**config.mk**
```make
export PLATFORM = sky130hd
export DESIGN_NAME = beam_row_sequencer
export DESIGN_NICKNAME = d
export VERILOG_FILES = /design/src/rtl/beam_row_sequencer.sv
export SDC_FILE = /design/constraint.sdc
export NUM_CORES = 1
export LEC_CHECK = 0
export CAP_MARGIN = 20
export CORE_UTILIZATION = 39
export CTS_BUF_LIST = sky130_fd_sc_hd__clkbuf_2
export CTS_CLUSTER_DIAMETER = 150
export CTS_CLUSTER_SIZE = 25
export DETAILED_ROUTE_END_ITERATION = 16
export GPL_TIMING_DRIVEN = 0
export SYNTH_ARGS = -nofsm -noshare
export SYNTH_HDL_FRONTEND = slang
export SYNTH_SLANG_ARGS = --single-unit
```
**constraint.sdc**
```tcl
create_clock -name clock -period 3.45 [get_ports clock]
set_input_delay 0.69 -clock clock [delete_from_list [all_inputs] [get_ports clock]]
set_output_delay 0.69 -clock clock [all_outputs]
set_load 0.02 [all_outputs]
```
**src/rtl/beam_row_sequencer.sv**
```systemverilog
// beam_row_sequencer: drives the beam engine one stored grid row at a time,
// chaining each row's output beam into the next row and summing split counts.
module beam_row_sequencer #(
  parameter int ROW_AW   = 4,
  parameter int WD_LIMIT = 31
) (
  input  logic              clock,
  input  logic              clear,
  input  logic              row_we,
  input  logic [ROW_AW-1:0] row_addr,
  input  logic [15:0]       row_data,
  input  logic [ROW_AW:0]   row_count,
  input  logic [15:0]       seed_beam,
  input  logic              go,
  output logic              busy,
  output logic              finished,
  output logic              error,
  output logic [15:0]       total_splits,
  output logic [15:0]       final_beam,
  output logic [15:0]       eng_grid,
  output logic [15:0]       eng_beam,
  output logic              eng_start,
  input  logic [15:0]       eng_beam_out,
  input  logic              eng_done,
  input  logic [7:0]        eng_split_count
);

  localparam int DEPTH = 1 << ROW_AW;
  localparam int WD_W  = $clog2(WD_LIMIT + 1);

  localparam logic [ROW_AW:0]   IDX_ONE  = 1;
  localparam logic [WD_W-1:0]   WD_ONE   = 1;
  localparam logic [WD_W-1:0]   WD_LAST  = WD_W'(WD_LIMIT - 1);
  localparam logic [ROW_AW-1:0] ROW_ZERO = '0;

  typedef enum logic [1:0] {
    IDLE  = 2'd0,
    ISSUE = 2'd1,
    WAIT  = 2'd2,
    FIN   = 2'd3
  } state_e;

  state_e          state_q;
  logic [15:0]     mem_q [DEPTH];
  logic [ROW_AW:0] cnt_q;
  logic [ROW_AW:0] idx_q;
  logic [WD_W-1:0] wd_q;
  logic [15:0]     beam_q;
  logic [15:0]     total_q;
  logic [15:0]     grid_q;
  logic [15:0]     eng_beam_q;
  logic            busy_q;
  logic            finished_q;
  logic            error_q;
  logic            start_q;

  logic [ROW_AW:0] idx_inc_d;
  logic            last_row_d;
  logic            wd_expire_d;

  // The row counter is one bit wider than the address so row_count values
  // above the depth still terminate; the address simply wraps.
  always_comb begin
    idx_inc_d   = idx_q + IDX_ONE;
    last_row_d  = (idx_inc_d == cnt_q);
    wd_expire_d = (wd_q == WD_LAST);
  end

  // NOTE: row storage is deliberately left out of reset so it maps onto plain
  // RAM; the host always loads rows before starting a run.
  always_ff @(posedge clock) begin
    if (row_we && !busy_q) begin
      mem_q[row_addr] <= row_data;
    end
  end

  // NOTE: all state below uses non-blocking assignments so every register
  // updates from the same pre-edge values regardless of statement order.
  always_ff @(posedge clock or posedge clear) begin
    if (clear) begin
      state_q    <= IDLE;
      cnt_q      <= '0;
      idx_q      <= '0;
      wd_q       <= '0;
      beam_q     <= '0;
      total_q    <= '0;
      grid_q     <= '0;
      eng_beam_q <= '0;
      busy_q     <= 1'b0;
      finished_q <= 1'b0;
      error_q    <= 1'b0;
      start_q    <= 1'b0;
    end else begin
      start_q    <= 1'b0;
      finished_q <= 1'b0;
      unique case (state_q)
        IDLE: begin
          if (go) begin
            cnt_q   <= row_count;
            beam_q  <= seed_beam;
            idx_q   <= '0;
            total_q <= '0;
            error_q <= 1'b0;
            if (row_count == '0) begin
              state_q    <= FIN;
              finished_q <= 1'b1;
            end else begin
              state_q    <= ISSUE;
              busy_q     <= 1'b1;
              start_q    <= 1'b1;
              grid_q     <= mem_q[ROW_ZERO];
              eng_beam_q <= seed_beam;
            end
          end
        end

        ISSUE: begin
          state_q <= WAIT;
          wd_q    <= '0;
        end

        // Engine inputs stay frozen here; they only change when the next row issues.
        WAIT: begin
          if (eng_done) begin
            beam_q  <= eng_beam_out;
            total_q <= total_q + {8'h00, eng_split_count};
            idx_q   <= idx_inc_d;
            if (last_row_d) begin
              state_q    <= FIN;
              busy_q     <= 1'b0;
              finished_q <= 1'b1;
            end else begin
              state_q    <= ISSUE;
              start_q    <= 1'b1;
              grid_q     <= mem_q[idx_inc_d[ROW_AW-1:0]];
              eng_beam_q <= eng_beam_out;
            end
          end else if (wd_expire_d) begin
            error_q    <= 1'b1;
            state_q    <= FIN;
            busy_q     <= 1'b0;
            finished_q <= 1'b1;
          end else begin
            wd_q <= wd_q + WD_ONE;
          end
        end

        FIN: begin
          state_q <= IDLE;
        end

        default: begin
          state_q <= IDLE;
        end
      endcase
    end
  end

  assign busy         = busy_q;
  assign finished     = finished_q;
  assign error        = error_q;
  assign total_splits = total_q;
  assign final_beam   = beam_q;
  assign eng_grid     = grid_q;
  assign eng_beam     = eng_beam_q;
  assign eng_start    = start_q;

endmodule

```
==> out/qor.txt, run 1 <==
number of I/O pins: 138
die area: 36,700 um^2
later-pin clock latency in the skew report: 960 ps
status: finished, final reports clean
Least-Margin Pin Slew: 1040 ps
Post-CTS Setup Inserts: 0
CTS tree: yes
Netlist cell types: 57
Final TNS setup: 0 ps
Min-Delay Path Class: input port to asynchronous set/reset pin
worst clock skew: 81.7 ps
Pre-antenna DRT Iters: 7
final core utilization: 46.3%
CP top delay family: buffers and inverters
unrepaired setup endpoints after global routing: false
top cells by area, synth: edfxtp_1, dfrtp_1, mux4_2
most used cell along the critical path: nor2_1
total vias in the final route: 8,259
Die Ht: 192 um
worst hold-check slack: 86.4 ps
Seq/Total Area, Yosys: 70.1%
Yosys warning count: 0
first-pass GRT wire length: 51,600 um
clk sinks: 341
syn nets: 979
initial antenna violation count: 1
die width: 192 um
area share of the largest cell type after synthesis: 54.9%
crit-path max FO: 10
Post-synth EDFFs: 256
Avg Vias per Cell: 5.35
Slew headroom: 30.0%
Post-CTS Resized: 0
Final setup viols: 0
fmax: 320 MHz
Post-Place Cells: 1,514
pin count of the biggest net entering global routing: 45
fin crit period: 3130 ps
Final Hold Viols: 0
Worst EP required: 4320 ps
share of cells above drive strength 1: 14.8%
Finished Cell Area: 16,400 um^2
Final Slew Violations: 0
Max-cap violations: 0
CP Data Arrival Time: 4000 ps
DRT iter0 DRCs: 647
Initial Util: 39.5%
total track usage: 18.9%
vias in the first global route: 8,335
Async S/R FF share, synth: 24.9%
cts bufs inserted: 17
CTS H-tree lvls: 1
worst setup path class: register to register
CP max stage delay: 660 ps
Seq cells post-synth: 341
Post-DP HPWL: 23,800 um
Worst Path Buf+Inv: 2
VDD IR max: 347 uV
antenna-violating nets left: 0
gpl congestion: 0.830
DRC: 0
Area growth syn-to-layout: 17.4%
Clk Tree Root Cell: clkbuf_2
PwrDens: 663 nW/um^2
area of the mapped netlist: 14,000 um^2
core area: 35,500 um^2
clock buffer depth: 3
dpl cell area: 16,300 um^2
Period Utilization, post-route: 90.6%
Yosys top cell by area: edfxtp_1
Setup crit end kind: register
layout net count: 1,154
CP Launch Type: register
GRT overflow: 0
prevailing post-synth register cell: edfxtp_1
Post-Route WL: 34,200 um
Leak: 5.59 nW
cells along the critical path: ha_1 > buf_2 > buf_1 > mux4_2 > nor2_1 > nor2_1 > o22ai_1 > a31oi_1 > mux2_1
Wirelength per Cell: 22.2 um
Slowest-stage cell, CP: buf_1
Layout Cells excl Fill: 1,543
Worst-path clk slew: 480 ps
Cell Rows: 69
IO buf count: 137
Mapped Cells: 897
Mean Syn Cell Area: 15.6 um^2
Hold-fix buffers, CTS: 0
-- layout make-up --
class	count	area, um^2
fillers	3107	19000
flip-flops and latches	341	9810
multi-input cells	502	3980
repair buffers	156	1660
well taps	461	577
plain buffers	48	238
clock buffers	26	130
inverters	6	25.0
clock inverters	2	15.0
diodes	1	2.50
-- synth_stat cells (3+ instances only) --
master / number
nand3_1: 14
inv_1: 6
o22ai_1: 32
xor2_1: 11
buf_2: 10
ha_1: 11
nor2b_1: 3
nand4_1: 3
buf_6: 4
dfrtp_1: 85
nor3_1: 5
mux2_2: 4
buf_4: 4
a21oi_1: 28
a21o_1: 5
a31oi_1: 33
nor2_1: 103
clkbuf_1: 27
mux4_2: 64
edfxtp_1: 256
or3_1: 6
o21ai_0: 17
nand2_1: 103
mux2_1: 12
xnor2_1: 7
buf_1: 3
nand2b_1: 7
-- power breakdown --
group          leakage [nW]  total [W]  internal, W  switching (W)
Combinational          2.14    0.00442      0.00194        0.00248
Clock                 0.118    0.00139     0.000202        0.00119
Sequential             3.33    0.00509      0.00483       0.000257
Total                  5.59     0.0109      0.00698        0.00392
-- worst paths after layout --
kind	start	end	slack, ps	depth (start not counted)
worst max-delay path	idx_q[1]	eng_grid[7]	320	9
worst min-delay path	clear	eng_start	90	2
worst max register to register	idx_q[1]	eng_grid[7]	320	9
worst min register to register	error	error	530	2
max in group asynchronous	clear	eng_grid[13]	2720	3
min in group clock	row_count[1]	cnt_q[1]	270	3
-- layout by cell type, fill, tap and decap left out, types with 8 or more instances in the layout --
| master | Yosys | final |
|---|---|---|
| clkbuf_1 | 27 | 27 |
| nor2_2 | 1 | 13 |
| xor2_1 | 11 | 11 |
| a21oi_1 | 28 | 28 |
| clkbuf_2 | 0 | 26 |
| o22ai_1 | 32 | 32 |
| buf_8 | 0 | 10 |
| buf_6 | 4 | 8 |
| mux4_2 | 64 | 64 |
| nor2_1 | 103 | 91 |
| mux2_1 | 12 | 12 |
| nand2_1 | 103 | 103 |
| ha_1 | 11 | 11 |
| a31oi_1 | 33 | 33 |
| dfrtp_1 | 85 | 85 |
| clkdlybuf4s50_1 | 0 | 137 |
| o21ai_0 | 17 | 17 |
| nand3_1 | 14 | 14 |
| edfxtp_1 | 256 | 256 |
| buf_2 | 10 | 10 |
-- per-stage QoR --
stage                     setup slack, ps  total power (W)
after floorplan                       567          0.00790
after global placement              -1060          0.00959
after detailed placement             93.5          0.00966
after CTS                             225           0.0110
after global routing                  183           0.0115
final                                 324           0.0109
-- cell families (layout without fill, tap and decap cells) --
logic type               count (synthesis)  after routing  share of synthesized area, %
adder cells (fa/ha/maj)                 12             12                          1.13
AND/OR/NAND/NOR                        258            258                          7.98
XOR/XNOR                                20             20                          1.41
AO/OA/AOI/OAI                          132            132                          5.99
flip-flops                             341            341                          70.1
buffers and inverters                   54            238                          1.86
other                                    0              1                             0
multiplexers                            80             80                          11.6
-- per-layer routing --
| layer | part of all wire [%] | track usage [%] |
|---|---|---|
| met1 | 44 | 26.9 |
| met2 | 48 | 31.1 |
| met3 | 6.1 | 2.57 |
| met4 | 2.0 | 3.88 |
| met5 | 0 | 0 |
-- sequential cells by signal, indices dropped and copies added, names as in the netlist, 5 cells and up --
| name | flops |
|---|---|
| mem_q | 256 |
| idx_q | 5 |
| eng_beam | 16 |
| eng_grid | 16 |
| wd_q | 5 |
| final_beam | 16 |
| total_splits | 16 |
| cnt_q | 5 |
No activity file was read; power rests on OpenSTA's default activity.
==> run 2: changes to the inputs <==
--- a/config.mk
+++ b/config.mk
@@ -12,6 +12,7 @@
 export CTS_CLUSTER_SIZE = 25
 export DETAILED_ROUTE_END_ITERATION = 16
 export GPL_TIMING_DRIVEN = 0
+export MAX_ROUTING_LAYER = met4
 export SYNTH_ARGS = -nofsm -noshare
 export SYNTH_HDL_FRONTEND = slang
 export SYNTH_SLANG_ARGS = --single-unit
==> run 2 against run 1 <==
Clock power about the same. Total power about the same. Via count increased by 0.23%. Largest cell class unchanged. Setup slack got worse by 15 ps. Clock skew decreased by 16 ps. Sequential power about the same. Wire length increased by 0.10%. Register-to-register slack about the same. Global-route usage increased by 0.57 points. Combinational power about the same. Sequential cell count unchanged.
==> out/qor.txt, run 2 (synthesized netlist as in run 1, its figures left out) <==
status: finished, final reports clean
CP Launch Type: register
Avg Vias per Cell: 5.36 (+0.23%)
cts bufs inserted: 17 (unchanged)
Least-Margin Pin Slew: 1060 ps (+15.1 ps)
Cell Rows: 69 (unchanged)
PwrDens: 663 nW/um^2 (about the same)
antenna-violating nets left: 0 (unchanged)
Max-cap violations: 0 (unchanged)
Die Ht: 192 um (unchanged)
met1 wire length: 15,300 um (+0.80%)
commonest non-fill, non-tap cell in the layout: edfxtp_1
Period Utilization, post-route: 91.0% (+0.42 points)
IO buf count: 137 (unchanged)
Post-Route WL: 34,300 um (+0.10%)
vias in the first global route: 8,311 (-0.29%)
GRT overflow: 0 (unchanged)
Top Layer Used: met4
metal3 WL: 2040 um (-2.9%)
VDD IR max: 349 uV (+0.49%)
Worst-path clk slew: 480 ps (about the same)
Worst R2R Setup Slack: 310 ps (about the same)
Final setup viols: 0 (unchanged)
share of cells above drive strength 1: 14.8% (unchanged)
DRC: 0 (unchanged)
crit-path max FO: 10 (unchanged)
unrepaired setup endpoints after global routing: false
Post-CTS Setup Inserts: 0 (unchanged)
reg2reg end: eng_grid[9]
Setup crit end kind: register
die width: 192 um (unchanged)
Initial Util: 39.5% (unchanged)
layout net count: 1,154 (unchanged)
fmax: 318 MHz (-0.46%)
worst clock skew: 65.8 ps (-15.9 ps)
die area: 36,700 um^2 (unchanged)
worst setup path class: register to register
Reg2Reg Launch Point: idx_q[1]
Slew headroom: 29.0% (-1.0 points)
Post-DP HPWL: 23,800 um (unchanged)
Wirelength per Cell: 22.2 um (+0.10%)
Critical Path Start: idx_q[1]
met2 wire length: 16,300 um (-0.18%)
# fillers: 3,107 (unchanged)
CTS tree: yes
later-pin clock latency in the skew report: 970 ps (about the same)
Leak: 5.59 nW (unchanged)
FF-to-FF path depth: 9 (unchanged)
Clk Tree Root Cell: clkbuf_2
first-pass GRT wire length: 51,600 um (about the same)
Min-Delay Path Class: input port to asynchronous set/reset pin
Hold-fix buffers, CTS: 0 (unchanged)
gpl congestion: 0.842 (+1.5%)
Area growth syn-to-layout: 17.4% (unchanged)
Reg with most FFs: mem_q
commonest cells after routing, fill and taps aside: edfxtp_1, clkdlybuf4s50_1, nand2_1
Post-CTS Resized: 0 (unchanged)
number of I/O pins: 138 (unchanged)
Final TNS setup: 0 ps (unchanged)
total vias in the final route: 8,278 (+0.23%)
clock buffer depth: 3 (unchanged)
core area: 35,500 um^2 (unchanged)
pin count of the biggest net entering global routing: 45 (unchanged)
clk sinks: 341 (unchanged)
total track usage: 19.5% (+0.57 points)
Pre-antenna DRT Iters: 6 (-1)
CP Data Arrival Time: 4020 ps (+20 ps)
Worst Setup EP: eng_grid[9]
CTS H-tree lvls: 1 (unchanged)
Worst EP required: 4330 ps (about the same)
Final Hold Viols: 0 (unchanged)
Final Slew Violations: 0 (unchanged)
max FFs per register: 256 (unchanged)
final core utilization: 46.3% (unchanged)
initial antenna violation count: 1 (unchanged)
DRT iter0 DRCs: 626 (-3.2%)
fin crit period: 3140 ps (+14.5 ps)
==> run 2: cell counts in the layout (fill, tap and decap cells not counted) <==
Identical to the previous run, type by type.
==> run 2: cell type report <==
cell class,instances,area (um^2),area share [%]
clock buffers,26,130,0.791
multi-input cells,502,3980,24.2
clock inverters,2,15.0,0.0913
plain buffers,48,238,1.45
inverters,6,25.0,0.152
diodes,1,2.50,0.0152
flip-flops and latches,341,9810,59.7
well taps,461,577,3.51
repair buffers,156,1660,10.1
==> run 2: power by group <==
group / switching, W / internal, W
Combinational: 0.00248 / 0.00195
Clock: 0.00119 / 0.000202
Sequential: 0.000258 / 0.00483
==> run 2: how the worst min path moves through the flow <==
| stage | start | to | slack, ps | depth (start not counted) |
|---|---|---|---|---|
| after floorplan | cnt_q[3] | cnt_q[3] | 450 | 2 |
| after global placement | cnt_q[3] | cnt_q[3] | 470 | 2 |
| after detailed placement | cnt_q[3] | cnt_q[3] | 470 | 2 |
| after CTS | clear | total_splits[1] | 20 | 2 |
| after global routing | clear | eng_start | 20 | 2 |
| final | clear | total_splits[1] | 80 | 2 |
==> run 2: worst max-delay path: stages (launching register included) <==
cell     delay (ps)
dfrtp_1         520
ha_1            340
buf_2           290
buf_1           680
mux4_2          460
nor2_1          110
nor2_1           50
o22ai_1         130
a31oi_1         120
mux2_1          380
==> run 2: through the flow <==
step	hold slack [ps]	std cells	setup WS [ps]	instance area, um^2	total power (W)
after floorplan	447	897	567	14000	0.00790
after global placement	467	1495	-1060	16000	0.00959
after detailed placement	471	1514	93.5	16300	0.00966
after CTS	17.2	1542	225	16400	0.0110
after global routing	18.4	1543	182	16400	0.0115
final	79.4	1543	310	16400	0.0109
==> run 2: per-layer routing <==
layer  GRT usage (%)  vias up
met4            3.88        0
met1            27.0     4190
li1                -     3773
met2            31.0      281
met3            2.53       34
met5               -        -
